===== src/rtl/perf_counter_sampler_if.sv =====
// Record stream from the performance counter sampler to the debug/trace path.
// The master drives {idx, value, delta, last} under a valid/ready handshake.
interface perf_counter_sampler_if #(
    parameter int unsigned SEL_W = 4,
    parameter int unsigned CNT_W = 64
);
    logic             out_valid;
    logic             out_ready;
    logic [SEL_W-1:0] out_idx;
    logic [CNT_W-1:0] out_value;
    logic [CNT_W-1:0] out_delta;
    logic             out_last;

    modport master (
        output out_valid,
        output out_idx,
        output out_value,
        output out_delta,
        output out_last,
        input  out_ready
    );

    modport slave (
        input  out_valid,
        input  out_idx,
        input  out_value,
        input  out_delta,
        input  out_last,
        output out_ready
    );
endinterface


===== src/rtl/perf_counter_sampler.sv =====
// Sweeps the counter bank into a snapshot and streams {index, value, delta}
// records; sweeps start from a periodic timer or a manual trigger.
module perf_counter_sampler #(
    parameter int unsigned NUM_COUNTERS = 9,
    parameter int unsigned SEL_W        = 4,
    parameter int unsigned CNT_W        = 64,
    parameter int unsigned PERIOD_W     = 32
) (
    input  logic                          clk,
    input  logic                          rst,
    input  logic                          enable,
    input  logic [PERIOD_W-1:0]           period,
    input  logic                          trigger,
    output logic [SEL_W-1:0]              sel,
    input  logic [CNT_W-1:0]              counter_val,
    perf_counter_sampler_if.master        out,
    output logic                          busy,
    output logic [15:0]                   overrun_cnt
);

    typedef enum logic [1:0] {StIdle, StSweep, StEmit} state_e;

    localparam logic [SEL_W-1:0] LastIdx = SEL_W'(NUM_COUNTERS - 1);

    state_e              state_q, state_d;
    logic [SEL_W-1:0]    idx_q, idx_d;
    logic [SEL_W-1:0]    sel_q, sel_d;
    logic                out_valid_q, out_valid_d;
    logic [PERIOD_W-1:0] tcnt_q;
    logic [15:0]         overrun_q;
    logic                timer_on, timer_req, req, capture, accept;
    logic [CNT_W-1:0]    snap_q [NUM_COUNTERS];
    logic [CNT_W-1:0]    prev_q [NUM_COUNTERS];
    logic [CNT_W-1:0]    cur_val, prev_val;

    assign timer_on  = enable && (period != '0);
    assign timer_req = timer_on && (tcnt_q >= period - PERIOD_W'(1));
    assign req       = trigger | timer_req;
    assign accept    = out_valid_q && out.out_ready;

    always_ff @(posedge clk or posedge rst) begin
        if (rst) begin
            tcnt_q <= '0;
        end else if (!timer_on || timer_req) begin
            tcnt_q <= '0;
        end else begin
            tcnt_q <= tcnt_q + PERIOD_W'(1);
        end
    end

    always_comb begin
        state_d     = state_q;
        idx_d       = idx_q;
        out_valid_d = out_valid_q;
        capture     = 1'b0;
        unique case (state_q)
            StIdle: begin
                if (req) begin
                    state_d = StSweep;
                    idx_d   = '0;
                end
            end
            StSweep: begin
                capture = 1'b1;
                if (idx_q == LastIdx) begin
                    state_d     = StEmit;
                    idx_d       = '0;
                    out_valid_d = 1'b1;
                end else begin
                    idx_d = idx_q + SEL_W'(1);
                end
            end
            StEmit: begin
                if (accept) begin
                    if (idx_q == LastIdx) begin
                        state_d     = StIdle;
                        idx_d       = '0;
                        out_valid_d = 1'b0;
                    end else begin
                        idx_d = idx_q + SEL_W'(1);
                    end
                end
            end
            default: begin
                state_d     = StIdle;
                idx_d       = '0;
                out_valid_d = 1'b0;
            end
        endcase
        // The bank select only moves while sweeping; it parks at 0 otherwise.
        sel_d = (state_d == StSweep) ? idx_d : '0;
    end

    always_ff @(posedge clk or posedge rst) begin
        if (rst) begin
            state_q     <= StIdle;
            idx_q       <= '0;
            sel_q       <= '0;
            out_valid_q <= 1'b0;
        end else begin
            state_q     <= state_d;
            idx_q       <= idx_d;
            sel_q       <= sel_d;
            out_valid_q <= out_valid_d;
        end
    end

    always_ff @(posedge clk or posedge rst) begin
        if (rst) begin
            for (int i = 0; i < NUM_COUNTERS; i++) begin
                snap_q[i] <= '0;
                prev_q[i] <= '0;
            end
        end else begin
            if (capture) begin
                snap_q[idx_q] <= counter_val;
            end
            // The baseline only advances once the record has been delivered.
            if (accept) begin
                prev_q[idx_q] <= snap_q[idx_q];
            end
        end
    end

    always_ff @(posedge clk or posedge rst) begin
        if (rst) begin
            overrun_q <= '0;
        end else if (req && (state_q != StIdle) && (overrun_q != 16'hFFFF)) begin
            overrun_q <= overrun_q + 16'd1;
        end
    end

    assign cur_val  = snap_q[idx_q];
    assign prev_val = prev_q[idx_q];

    assign sel           = sel_q;
    assign busy          = (state_q != StIdle);
    assign overrun_cnt   = overrun_q;
    assign out.out_valid = out_valid_q;
    assign out.out_idx   = idx_q;
    assign out.out_value = cur_val;
    assign out.out_delta = (cur_val >= prev_val) ? (cur_val - prev_val) : '0;
    assign out.out_last  = out_valid_q && (idx_q == LastIdx);

endmodule


===== src/flat_wrapper.sv =====
// flat-port wrapper written by rule: the top's interface ports become plain ports
module perf_counter_sampler_flat 
#(
    parameter int unsigned NUM_COUNTERS = 9,
    parameter int unsigned SEL_W        = 4,
    parameter int unsigned CNT_W        = 64,
    parameter int unsigned PERIOD_W     = 32
)
  (clk, rst, enable, period, trigger, sel, counter_val, busy, overrun_cnt, out_out_valid, out_out_idx, out_out_value, out_out_delta, out_out_last, out_out_ready);
  perf_counter_sampler_if #(.SEL_W(SEL_W), .CNT_W(CNT_W)) out_i ();
  input  logic clk;
  input  logic rst;
  input  logic enable;
  input  logic [PERIOD_W-1:0] period;
  input  logic trigger;
  output logic [SEL_W-1:0] sel;
  input  logic [CNT_W-1:0] counter_val;
  output logic busy;
  output logic [15:0] overrun_cnt;
  output wire logic [$bits(out_i.out_valid)-1:0] out_out_valid;
  output wire logic [$bits(out_i.out_idx)-1:0] out_out_idx;
  output wire logic [$bits(out_i.out_value)-1:0] out_out_value;
  output wire logic [$bits(out_i.out_delta)-1:0] out_out_delta;
  output wire logic [$bits(out_i.out_last)-1:0] out_out_last;
  input wire logic [$bits(out_i.out_ready)-1:0] out_out_ready;
  assign out_out_valid = out_i.out_valid;
  assign out_out_idx = out_i.out_idx;
  assign out_out_value = out_i.out_value;
  assign out_out_delta = out_i.out_delta;
  assign out_out_last = out_i.out_last;
  assign out_i.out_ready = out_out_ready;
  perf_counter_sampler #(.NUM_COUNTERS(NUM_COUNTERS), .SEL_W(SEL_W), .CNT_W(CNT_W), .PERIOD_W(PERIOD_W)) u_core (.clk(clk), .rst(rst), .enable(enable), .period(period), .trigger(trigger), .sel(sel), .counter_val(counter_val), .out(out_i), .busy(busy), .overrun_cnt(overrun_cnt));
endmodule

===== config.mk =====
export PLATFORM = sky130hd
export DESIGN_NAME = perf_counter_sampler_flat
export DESIGN_NICKNAME = d
export VERILOG_FILES = /design/src/rtl/perf_counter_sampler_if.sv /design/src/rtl/perf_counter_sampler.sv /design/src/flat_wrapper.sv
export SDC_FILE = /design/constraint.sdc
export NUM_CORES = 2
export LEC_CHECK = 0
export CORE_MARGIN = 2
export CORE_UTILIZATION = 40
export DETAILED_ROUTE_END_ITERATION = 8
export GPL_TIMING_DRIVEN = 1
export SYNTH_ARGS = -nofsm -noshare
export SYNTH_HDL_FRONTEND = slang
export SYNTH_SLANG_ARGS = --single-unit

===== constraint.sdc =====
create_clock -name clk -period 57.8 [get_ports clk]
set_clock_uncertainty 0.2 [all_clocks]
set_input_delay 11.56 -clock clk [delete_from_list [all_inputs] [get_ports clk]]
set_output_delay 11.56 -clock clk [all_outputs]
set_load 0.02 [all_outputs]

==> results.md <==
* Max-slew violations at 0
* Reg clk slew, reported paths at 0.06 ns
* Synth Instances at 5279
* Yosys reg bits at 1211
* Synth Cell Area at 58300 µm²
* # nets final at 5609
* CTS sink count at 1211
* Row count at 140
* Postcts setup bufs at 0
* Gr usage total at 0.230
* Largest net degree at the start of global routing at 168
* Final Cycle Share at 0.369
* Initial antenna violation count at 21
* # hold bufs at CTS at 0
* Vias at 41600
* Number of global-route vias before repair at 41400
* Clk_lat worst skew at 0.77 ns
* Post-synth EDFFs at 0
* CTS H-tree lvls at 4
* Startpoint Class: flip-flop
* Total clock buffers created by CTS at 133
* Max cap viols at 0
* Share of flip-flops with an asynchronous set or reset at 1.00
* Hold Crit Class: reg2reg
* Layout fillers at 13200
* Final setup vio count at 0
* Die area at 149000 µm²
* DRT Wirelength at 171000 µm
* Reg area at 30300 µm²
* CTS root buf: clkbuf_16
* Crit Path Max Fanout at 57
* Core footprint at 145000 µm²
* Critical path, cell by cell: nand2b_4 > buf_4 > buf_4 > o22ai_1 > a22oi_1 > inv_1 > ha_1 > nand4_1 > nor4_1 > a211oi_1 > a21o_1 > a31oi_1 > o31ai_1 > o41ai_1 > o21ai_0 > a21o_1 > a21oi_1 > clkdlybuf4s50_1
* Kind of critical path: reg2out
* Synth Flop Type: dfrtp_1
* PortBufs at 255
* CP Capture Type: primary output
* Sequential fraction of the synthesis area at 0.519
* Yosys cell types at 69
* Drt drc at 0
* Post-CTS sizing at 0
* TritonCTS clock tree: done
* Least-Margin Pin Slew at 1.31 ns
* WL/cell at 23.0 µm
* Routed Antenna Nets at 0
* Max stage delay on crit path at 0.97 ns
* Synthesized area per cell at 11.1 µm²
* Die height at 386 µm
* Congestion Overflow GR at 0
* First-pass GRT wire length at 261000 µm
* Die X at 386 µm
* DP Wirelength at 105000 µm
* CP Data Required Time at 46.04 ns
* Relative slew slack at 0.124
* Post-route setup TNS at 0 ns
* Fmax at 0.0469 GHz
* Multi-input gate area at 26500 µm²
* Layout cells sized above 1 at 0.192
* GPL Wtd Cong at 0.873
* 1st-iter DRT viols at 3160
* P&R area growth vs syn at 15.5%
* Syn Nets at 5484
* Worst Setup SP: u_core.out.out_idx[0]
* Fin. Hold Viols at 0
* Initial core utilization at 0.402
* Via/cell ratio at 5.61
* Reg2reg start: u_core.out.out_idx[3]
* Fin area at 67400 µm²
* Critical path's slowest cell: o41ai_1
* DRT Pass-1 Iters at 6
* IO Count at 256
* RSZ-0062 raised after global routing: false
* Fin crit period at 21.32 ns
* Dpl cell area at 62900 µm²
* Yosys warns at 0
* Status: complete, no violations
* CP Data Arrival Time at 9.56 ns
* Largest buffer count on any clock path at 3
* Hold_sp: u_core.prev_q[173]
[layout make-up]
type / count / area share
multi-input cells: 3606 / 0.392
diodes: 3 / 0.000111
repair buffers: 357 / 0.0502
clock inverters: 39 / 0.00759
clock buffers: 198 / 0.0589
inverters: 95 / 0.00548
well taps: 1917 / 0.0356
flip-flops and latches: 1211 / 0.450
[worst paths after layout]
check	endpoint	slack [ns]	depth (start not counted)
max	out_out_delta[54]	36.48	18
min	u_core.prev_q[173]	0.27	2
max reg2reg	u_core.snap_q[15]	52.41	7
min reg2reg	u_core.prev_q[173]	0.27	2
max in group asynchronous	u_core.snap_q[332]	42.30	6
min in group asynchronous	u_core.prev_q[370]	11.14	2
[critical path, delay by kind of cell, from the launching register on]
family / cells / cell delay (ns)
simple gates: 3 / 1.48
buf+inv: 4 / 2.27
flops: 1 / 0.75
compound gates: 10 / 3.69
fa+ha+maj: 1 / 0.48
[through the flow]
step	setup WS [ns]	std cells	utilization	hold slack, ns
after detailed placement	37.51	7186	0.433	0.265
after CTS	36.66	7423	0.464	0.278
after global routing	36.29	7425	0.464	0.294
after global placement	37.59	7186	0.433	0.257
final	36.48	7426	0.464	0.275
after floorplan	11.92	5279	-	0.245
[layout by cell type, fill, tap and decap left out, types with 15 or more instances in the layout]
cell type | netlist | layout
clkbuf_8 | 0 | 25
clkbuf_16 | 0 | 140
nor2_1 | 361 | 358
a21o_1 | 46 | 46
dfrtp_1 | 1211 | 1208
o22ai_1 | 132 | 132
nor3_1 | 36 | 36
mux2i_1 | 257 | 257
nand4_1 | 31 | 31
nand2_1 | 617 | 601
buf_4 | 0 | 97
clkdlybuf4s50_1 | 0 | 255
clkbuf_1 | 300 | 33
inv_1 | 95 | 93
a22oi_1 | 128 | 128
nand3_1 | 37 | 37
a21oi_1 | 285 | 285
nand2b_1 | 16 | 15
o21ai_0 | 563 | 563
nand2_4 | 0 | 16
xnor2_1 | 76 | 76
clkinv_2 | 0 | 17
xor2_1 | 47 | 47
ha_1 | 103 | 103
mux2_2 | 578 | 578
mux4_2 | 128 | 128
[routing by layer]
layer / GRT usage / share of wire / vias to the layer above
met1: 0.329 / 0.46 / 21200
met4: 0.0796 / 0.032 / 30
met3: 0.0440 / 0.060 / 274
li1: - / - / 19100
met2: 0.349 / 0.45 / 1077
met5: 0 / 0.0010 / -
[kinds of logic after synthesis]
family | synth area share
mux | 0.205
flops | 0.519
simple gates | 0.0832
fa+ha+maj | 0.0224
compound gates | 0.121
buf+inv | 0.0300
xor+xnor | 0.0185
[synthesized netlist by cell type (all sizes together), types with 4 or more instances]
master | instances | area share
o21a | 13 | 0.0017
xnor2 | 76 | 0.011
nor4 | 15 | 0.0019
nand2 | 617 | 0.040
xor2 | 47 | 0.0071
o21bai | 12 | 0.0015
nand3 | 37 | 0.0032
ha | 103 | 0.022
o211ai | 5 | 0.00064
nand2b | 17 | 0.0020
and2 | 11 | 0.0012
nor2b | 11 | 0.0012
dfrtp | 1211 | 0.52
clkbuf | 300 | 0.019
a21boi | 4 | 0.00051
a21oi | 285 | 0.024
a31oi | 15 | 0.0020
a21o | 46 | 0.0059
o31ai | 7 | 0.00090
or3 | 4 | 0.00043
nor2 | 362 | 0.023
buf | 67 | 0.0045
mux2i | 257 | 0.044
inv | 95 | 0.0061
nand4 | 31 | 0.0033
and4 | 4 | 0.00060
mux4 | 128 | 0.049
nor3 | 36 | 0.0031
o21ai | 566 | 0.049
a211oi | 6 | 0.00077
a211o | 4 | 0.00060
and3 | 13 | 0.0014
o22ai | 132 | 0.014
mux2 | 579 | 0.11
nor3b | 4 | 0.00051
a22oi | 128 | 0.016
or2 | 4 | 0.00043
[flip-flops by register name, indices dropped and copies added, names as in the netlist]
signal	cells
u_core.out.out_valid	1
u_core.tcnt_q	32
u_core.sel	4
u_core.out.out_idx	4
u_core.prev_q	576
u_core.overrun_cnt	16
u_core.snap_q	576
u_core.state_q	2
Power is left out: the tool's default activity adds up to more than one toggle a clock period on the data nets, which glitch-free logic cannot reach.
